<file path="src/rtl/mc_pkg.sv">
// Shared encodings for the multicycle RV32I controller and its datapath.
package mc_pkg;
  typedef enum logic [3:0] {
    S_FETCH, S_DECODE, S_MEMADR, S_MEMREAD, S_MEMWB, S_MEMWRITE,
    S_EXECR, S_EXECI, S_ALUWB, S_BRANCH, S_JAL, S_TRAP
  } state_t;

  localparam logic [6:0] OP_LW  = 7'b0000011;
  localparam logic [6:0] OP_SW  = 7'b0100011;
  localparam logic [6:0] OP_R   = 7'b0110011;
  localparam logic [6:0] OP_I   = 7'b0010011;
  localparam logic [6:0] OP_BR  = 7'b1100011;
  localparam logic [6:0] OP_JAL = 7'b1101111;

  localparam logic [2:0] ALU_ADD = 3'b000;
  localparam logic [2:0] ALU_SUB = 3'b001;
  localparam logic [2:0] ALU_AND = 3'b010;
  localparam logic [2:0] ALU_OR  = 3'b011;
  localparam logic [2:0] ALU_XOR = 3'b100;
  localparam logic [2:0] ALU_SLT = 3'b101;

  localparam logic [1:0] SRCA_PC = 2'b00, SRCA_OLDPC = 2'b01, SRCA_A = 2'b10;
  localparam logic [1:0] SRCB_WD = 2'b00, SRCB_IMM = 2'b01, SRCB_4 = 2'b10;
  localparam logic [1:0] RES_ALUOUT = 2'b00, RES_DATA = 2'b01, RES_ALU = 2'b10;
  localparam logic [1:0] IMM_I = 2'b00, IMM_S = 2'b01, IMM_B = 2'b10, IMM_J = 2'b11;

  localparam logic [1:0] ALUOP_ADD = 2'b00, ALUOP_SUB = 2'b01, ALUOP_FN = 2'b10;

  localparam logic [1:0] CAUSE_NONE = 2'b00, CAUSE_ILLEGAL = 2'b01, CAUSE_TIMEOUT = 2'b10;
endpackage

</file>
<file path="src/rtl/mc_aludec.sv">
// ALU control decode; illegal reflects funct3 legality for ALU-class ops regardless of ALUOp.
module mc_aludec
  import mc_pkg::*;
(
  input  logic [1:0] ALUOp,
  input  logic [2:0] funct3,
  input  logic       funct7b5,
  input  logic       op5,
  output logic [2:0] ALUControl,
  output logic       illegal
);
  logic [2:0] w_fn;

  always_comb begin
    w_fn    = ALU_ADD;
    illegal = 1'b0;
    case (funct3)
      3'b000:  w_fn = (funct7b5 & op5) ? ALU_SUB : ALU_ADD;
      3'b010:  w_fn = ALU_SLT;
      3'b100:  w_fn = ALU_XOR;
      3'b110:  w_fn = ALU_OR;
      3'b111:  w_fn = ALU_AND;
      default: illegal = 1'b1;
    endcase
  end

  always_comb begin
    case (ALUOp)
      ALUOP_SUB: ALUControl = ALU_SUB;
      ALUOP_FN:  ALUControl = w_fn;
      default:   ALUControl = ALU_ADD;
    endcase
  end
endmodule

</file>
<file path="src/rtl/mc_controller.sv">
// Multicycle RV32I control FSM: sequences a shared memory through a ready handshake,
// with a wait-state timeout and a sticky fault that halts the core until reset.
module mc_controller
  import mc_pkg::*;
#(
  parameter bit HAS_BNE     = 1'b1,
  parameter int MEM_TIMEOUT = 0,
  parameter int CNT_W       = 8
) (
  input  logic       clk,
  input  logic       reset,
  input  logic [6:0] op,
  input  logic [2:0] funct3,
  input  logic       funct7b5,
  input  logic       Zero,
  input  logic       MemReady,
  output logic       MemReq,
  output logic       MemWrite,
  output logic       AdrSrc,
  output logic       IRWrite,
  output logic       PCWrite,
  output logic       RegWrite,
  output logic [1:0] ALUSrcA,
  output logic [1:0] ALUSrcB,
  output logic [1:0] ResultSrc,
  output logic [1:0] ImmSrc,
  output logic [2:0] ALUControl,
  output logic       Fault,
  output logic [1:0] FaultCause
);
  state_t           r_state;
  logic [CNT_W-1:0] r_cnt;
  logic             r_fault;
  logic [1:0]       r_cause;

  state_t     w_dec_next;
  logic [1:0] w_aluop;
  logic       w_f3_bad, w_bne, w_expire;
  logic       w_memreq, w_memwrite, w_irw, w_pcw, w_regw;

  mc_aludec u_aludec (
    .ALUOp     (w_aluop),
    .funct3    (funct3),
    .funct7b5  (funct7b5),
    .op5       (op[5]),
    .ALUControl(ALUControl),
    .illegal   (w_f3_bad)
  );

  assign w_bne    = HAS_BNE && (funct3 == 3'b001);
  assign w_expire = (MEM_TIMEOUT != 0) && (r_cnt == CNT_W'(MEM_TIMEOUT));

  always_comb begin
    w_dec_next = S_TRAP;
    case (op)
      OP_LW, OP_SW: w_dec_next = S_MEMADR;
      OP_R:         if (!w_f3_bad) w_dec_next = S_EXECR;
      OP_I:         if (!w_f3_bad) w_dec_next = S_EXECI;
      OP_BR:        if (funct3 == 3'b000 || w_bne) w_dec_next = S_BRANCH;
      OP_JAL:       w_dec_next = S_JAL;
      default:      ;
    endcase
  end

  // Counter tracks consecutive wait cycles of the current access; any non-waiting cycle clears it.
  always_ff @(posedge clk or posedge reset) begin
    if (reset) begin
      r_state <= S_FETCH;
      r_cnt   <= '0;
      r_fault <= 1'b0;
      r_cause <= CAUSE_NONE;
    end else begin
      r_cnt <= (w_memreq && !MemReady) ? r_cnt + 1'b1 : '0;
      case (r_state)
        S_FETCH, S_MEMREAD, S_MEMWRITE:
          if (MemReady)
            r_state <= (r_state == S_FETCH)   ? S_DECODE :
                       (r_state == S_MEMREAD) ? S_MEMWB  : S_FETCH;
          else if (w_expire) begin
            r_state <= S_TRAP;
            r_fault <= 1'b1;
            r_cause <= CAUSE_TIMEOUT;
          end
        S_DECODE:
          if (w_dec_next == S_TRAP) begin
            r_state <= S_TRAP;
            r_fault <= 1'b1;
            r_cause <= CAUSE_ILLEGAL;
          end else
            r_state <= w_dec_next;
        S_MEMADR:                  r_state <= op[5] ? S_MEMWRITE : S_MEMREAD;
        S_EXECR, S_EXECI, S_JAL:   r_state <= S_ALUWB;
        S_MEMWB, S_ALUWB, S_BRANCH: r_state <= S_FETCH;
        S_TRAP:                    r_state <= S_TRAP;
        default:                   r_state <= S_FETCH;
      endcase
    end
  end

  always_comb begin
    w_memreq   = 1'b0;
    w_memwrite = 1'b0;
    w_irw      = 1'b0;
    w_pcw      = 1'b0;
    w_regw     = 1'b0;
    AdrSrc     = 1'b0;
    ALUSrcA    = SRCA_PC;
    ALUSrcB    = SRCB_WD;
    ResultSrc  = RES_ALUOUT;
    ImmSrc     = IMM_I;
    w_aluop    = ALUOP_ADD;
    case (r_state)
      S_FETCH: begin
        w_memreq  = 1'b1;
        ALUSrcB   = SRCB_4;
        ResultSrc = RES_ALU;
        w_irw     = MemReady;
        w_pcw     = MemReady;
      end
      S_DECODE: begin
        ALUSrcA = SRCA_OLDPC;
        ALUSrcB = SRCB_IMM;
        ImmSrc  = IMM_B;
      end
      S_MEMADR: begin
        ALUSrcA = SRCA_A;
        ALUSrcB = SRCB_IMM;
        ImmSrc  = op[5] ? IMM_S : IMM_I;
      end
      S_MEMREAD: begin
        w_memreq = 1'b1;
        AdrSrc   = 1'b1;
      end
      S_MEMWRITE: begin
        w_memreq   = 1'b1;
        w_memwrite = 1'b1;
        AdrSrc     = 1'b1;
      end
      S_MEMWB: begin
        ResultSrc = RES_DATA;
        w_regw    = 1'b1;
      end
      S_EXECR: begin
        ALUSrcA = SRCA_A;
        w_aluop = ALUOP_FN;
      end
      S_EXECI: begin
        ALUSrcA = SRCA_A;
        ALUSrcB = SRCB_IMM;
        w_aluop = ALUOP_FN;
      end
      S_ALUWB: w_regw = 1'b1;
      S_BRANCH: begin
        ALUSrcA = SRCA_A;
        ImmSrc  = IMM_B;
        w_aluop = ALUOP_SUB;
        w_pcw   = Zero ^ (HAS_BNE & funct3[0]);
      end
      S_JAL: begin
        ALUSrcA = SRCA_OLDPC;
        ALUSrcB = SRCB_4;
        ImmSrc  = IMM_J;
        w_pcw   = 1'b1;
      end
      default: ;
    endcase
  end

  // Reset kills every side effect immediately, so an in-flight access is abandoned cleanly.
  assign MemReq     = w_memreq   & ~reset;
  assign MemWrite   = w_memwrite & ~reset;
  assign IRWrite    = w_irw      & ~reset;
  assign PCWrite    = w_pcw      & ~reset;
  assign RegWrite   = w_regw     & ~reset;
  assign Fault      = r_fault;
  assign FaultCause = r_cause;
endmodule
</file>
<file path="config.mk">
export PLATFORM = sky130hd
export DESIGN_NAME = mc_controller
export DESIGN_NICKNAME = d
export VERILOG_FILES = /design/src/rtl/mc_pkg.sv /design/src/rtl/mc_aludec.sv /design/src/rtl/mc_controller.sv
export SDC_FILE = /design/constraint.sdc
export NUM_CORES = 1
export LEC_CHECK = 0
export CORE_MARGIN = 8
export CORE_UTILIZATION = 35
export CTS_CLUSTER_SIZE = 30
export DETAILED_ROUTE_END_ITERATION = 12
export PLACE_DENSITY = 0.74
export RECOVER_POWER = 50
export REMOVE_ABC_BUFFERS = 1
export SYNTH_ARGS = -nofsm -noshare
export SYNTH_HDL_FRONTEND = slang
export SYNTH_SLANG_ARGS = --single-unit
</file>
<file path="constraint.sdc">
create_clock -name clk -period 1.8 [get_ports clk]
set_clock_uncertainty 0.2 [all_clocks]
set_input_delay 0.36 -clock clk [delete_from_list [all_inputs] [get_ports clk]]
set_output_delay 0.36 -clock clk [all_outputs]
set_load 0.02 [all_outputs]
</file>
==> results.sh <==
export IMPL_status="complete, but fails checks"
export IMPL_violations="negative setup slack"
export IMPL_syn_avg_cell_area_um2=7.03
export IMPL_dieArea_mm2=0.00367
export IMPL_antenna_cells=0
export IMPL_tritoncts="done"
export IMPL_critical_path_arrival_ns=1.70
export IMPL_required_ns=1.24
export IMPL_n_fill_cell=116
export IMPL_drt_initial_drc_count=39
export IMPL_slowest_delay_ns=0.42
export IMPL_synthFlopType="dfrtp_1"
export IMPL_die_x_um=60.6
export IMPL_gr_total_overflow=0
export IMPL_tns_ns=-5.08
export IMPL_critPathMaxFanout=3
export IMPL_path_delay_family="simple AND/OR/NAND/NOR gates"
export IMPL_combPwrFrac=0.862
export IMPL_cts_clk_slew_worst_paths_ns=0.05
export IMPL_area_growth_syn_to_layout_pct=125
export IMPL_finalSetupViolations=18
export IMPL_place_gp_congestion=0.775
export IMPL_cts_hold_buf=0
export IMPL_drive_above_1_share=0.521
export IMPL_cp_slowest_cell="dfrtp_1"
export IMPL_min_delay_start="FaultCause[0]"
export IMPL_r2r_slack_ns=-0.01
export IMPL_power_mw=2.56
export IMPL_postSynth_asyncResetShare=1.00
export IMPL_grt_pass1_wl_mm=4.45
export IMPL_seqPwrFrac=0.083
export IMPL_fmax_ghz=0.443
export IMPL_portBuffers=33
export IMPL_drv_slew=0
export IMPL_hp_class="flip-flop to flip-flop"
export IMPL_clock_path_buffers=2
export IMPL_synthesis_instances=99
export IMPL_final_common_cell="buf_4"
export IMPL_dpl_cell_area_mm2=0.00121
export IMPL_crit_reg2reg_capture="r_state[0]"
export IMPL_rsz0062_at_grt="yes"
export IMPL_p_leak_nw=0.714
export IMPL_setup_slack_ns=-0.458
export IMPL_layout_common_cells="buf_4 (44), nor2_1 (13), clkdlybuf4s50_1 (11)"
export IMPL_swShare=0.469
export IMPL_maxCapViolations=0
export IMPL_crit_chain="buf_4, nor2b_4, nand2_4, ha_4, nor4b_4, buf_4"
export IMPL_hold_viol_final=0
export IMPL_postLayoutCellArea_mm2=0.00156
export IMPL_min_period_ns=2.26
export IMPL_antenna_found_initial=0
export IMPL_grt_pass1_vias=990
export IMPL_cp_common_cell="buf_4"
export IMPL_avgViaCountPerCell=5.49
export IMPL_crit_buf_inv=2
export IMPL_synth_warnings=0
export IMPL_finalWirelength_mm=3.61
export IMPL_core_mm2=0.00192
export IMPL_dr_pass1_iters=4
export IMPL_pin_count=35
export IMPL_startpoint_type="flip-flop"
export IMPL_synth_edf_count=0
export IMPL_dieHeight_um=60.6
export IMPL_peakVddDrop_v=0.000982
export IMPL_num_rows=16
export IMPL_cts_sinks=5
export IMPL_grt_max_degree=16
export IMPL_p_switching_mw=1.20
export IMPL_clkLatencyLatePin_ns=0.25
export IMPL_min_period_over_period=1.25
export IMPL_syn_area_um2=696
export IMPL_ant_nets=0
export IMPL_clockRootBuffer="clkbuf_4"
export IMPL_min_delay_path_depth=1
export IMPL_grt_total_usage=0.154
export IMPL_ys_types=38
export IMPL_via_count=1077
export IMPL_intPower_mw=1.36
export IMPL_worstSetupPathType="flip-flop to output port"
export IMPL_htree_levels=1
export IMPL_cts_inserted_buffers=3
export IMPL_seq_area_frac_synth=0.180
export IMPL_power_density_mw_per_mm2=1640
export IMPL_ys_ff_latch=5
export IMPL_holdPathEnd="FaultCause[0]"
export IMPL_post_place_ws_ns=-0.758
export IMPL_start_util=0.362
export IMPL_r2r_start="r_state[3]"
export IMPL_pwr_share_clk=0.055
export IMPL_routedWlPerCell_um=18.4
export IMPL_drc=0
export IMPL_r2r_cells=6
export IMPL_num_nets_final=187
export IMPL_setup_worst_path_end_class="output port"
export IMPL_hpwl_mm=1.97
## Yosys cell counts, types with 3 or more instances
cell	number	area share
inv_1	6	0.032
xnor2_1	3	0.038
nand2b_1	8	0.072
nand2_1	5	0.027
dfrtp_1	5	0.18
o21ai_0	3	0.022
buf_4	4	0.043
a21oi_1	9	0.065
nor2b_1	4	0.036
nor2_1	16	0.086
nor4_1	3	0.027
## sequential cells by signal (all words and copies together), names as in the netlist
register	count
r_state	4
FaultCause	1
## area by class of cell
type	count	area [µm²]	area share
clock buffer	4	26.3	0.0168
inverter	6	25.0	0.0160
multi-input combinational	82	703	0.450
sequential	5	126	0.0808
tap	27	33.8	0.0216
timing repair buffer	72	649	0.415
## worst max path at each step
stage                from             to  depth (start not counted)
2_1_floorplan  r_state[3]  ALUControl[2]                          4
3_3_place_gp   r_state[2]  ALUControl[2]                          5
3_5_place_dp   r_state[3]  ALUControl[2]                          5
4_1_cts        r_state[1]  ALUControl[2]                          5
5_1_grt        r_state[0]         MemReq                          6
6_report       r_state[1]  ALUControl[2]                          6
## per-stage QoR
stage | hold WS (ns) | utilization | std cells
final | 0.285 | 0.814 | 196
after global routing | 0.309 | 0.814 | 196
after CTS | 0.291 | 0.688 | 184
after detailed placement | 0.281 | 0.628 | 178
after global placement | 0.265 | 0.628 | 178
after floorplan | -0.0563 | - | 93
## routing by layer
metal,vias up,wire length (µm),track usage,share of wire
li1,486,-,-,-
met1,513,1430,0.174,0.40
met2,68,1840,0.278,0.51
met3,10,241,0.0254,0.067
met4,0,104,0.0631,0.029
met5,-,0,0,0
## logic make-up (layout without fill, tap and decap cells)
logic type                 after synthesis  after routing  share of synthesized area
other                                    1              1                    0.00539
muxes                                    1              1                     0.0162
AOI/OAI and AO/OA                       24             24                      0.230
adders and majority gates                2              2                     0.0360
xor gates and xnor gates                 4              4                     0.0504
and+or+nand+nor                         50             50                      0.392
buffers and inverters                   12             82                     0.0899
DFF                                      5              5                      0.180
## power groups by stage
stage	registers, mW	logic [mW]	clock network, mW
final	0.212	2.21	0.140
after global routing	0.214	2.32	0.147
after CTS	0.201	1.62	0.132
after detailed placement	0.187	1.46	0
after global placement	0.184	1.43	0
after floorplan	0.269	0.658	0
## repair_timing
| item | 4_1_cts | 5_1_grt |
|---|---|---|
| cloned | 0 | 1 |
| setup endpoints to repair | 19 | 19 |
| gates resized for setup | 112 | 36 |
| pin swaps | 4 | 17 |
| buffers inserted | 2 | 13 |
(Power assumes the default switching activity.)
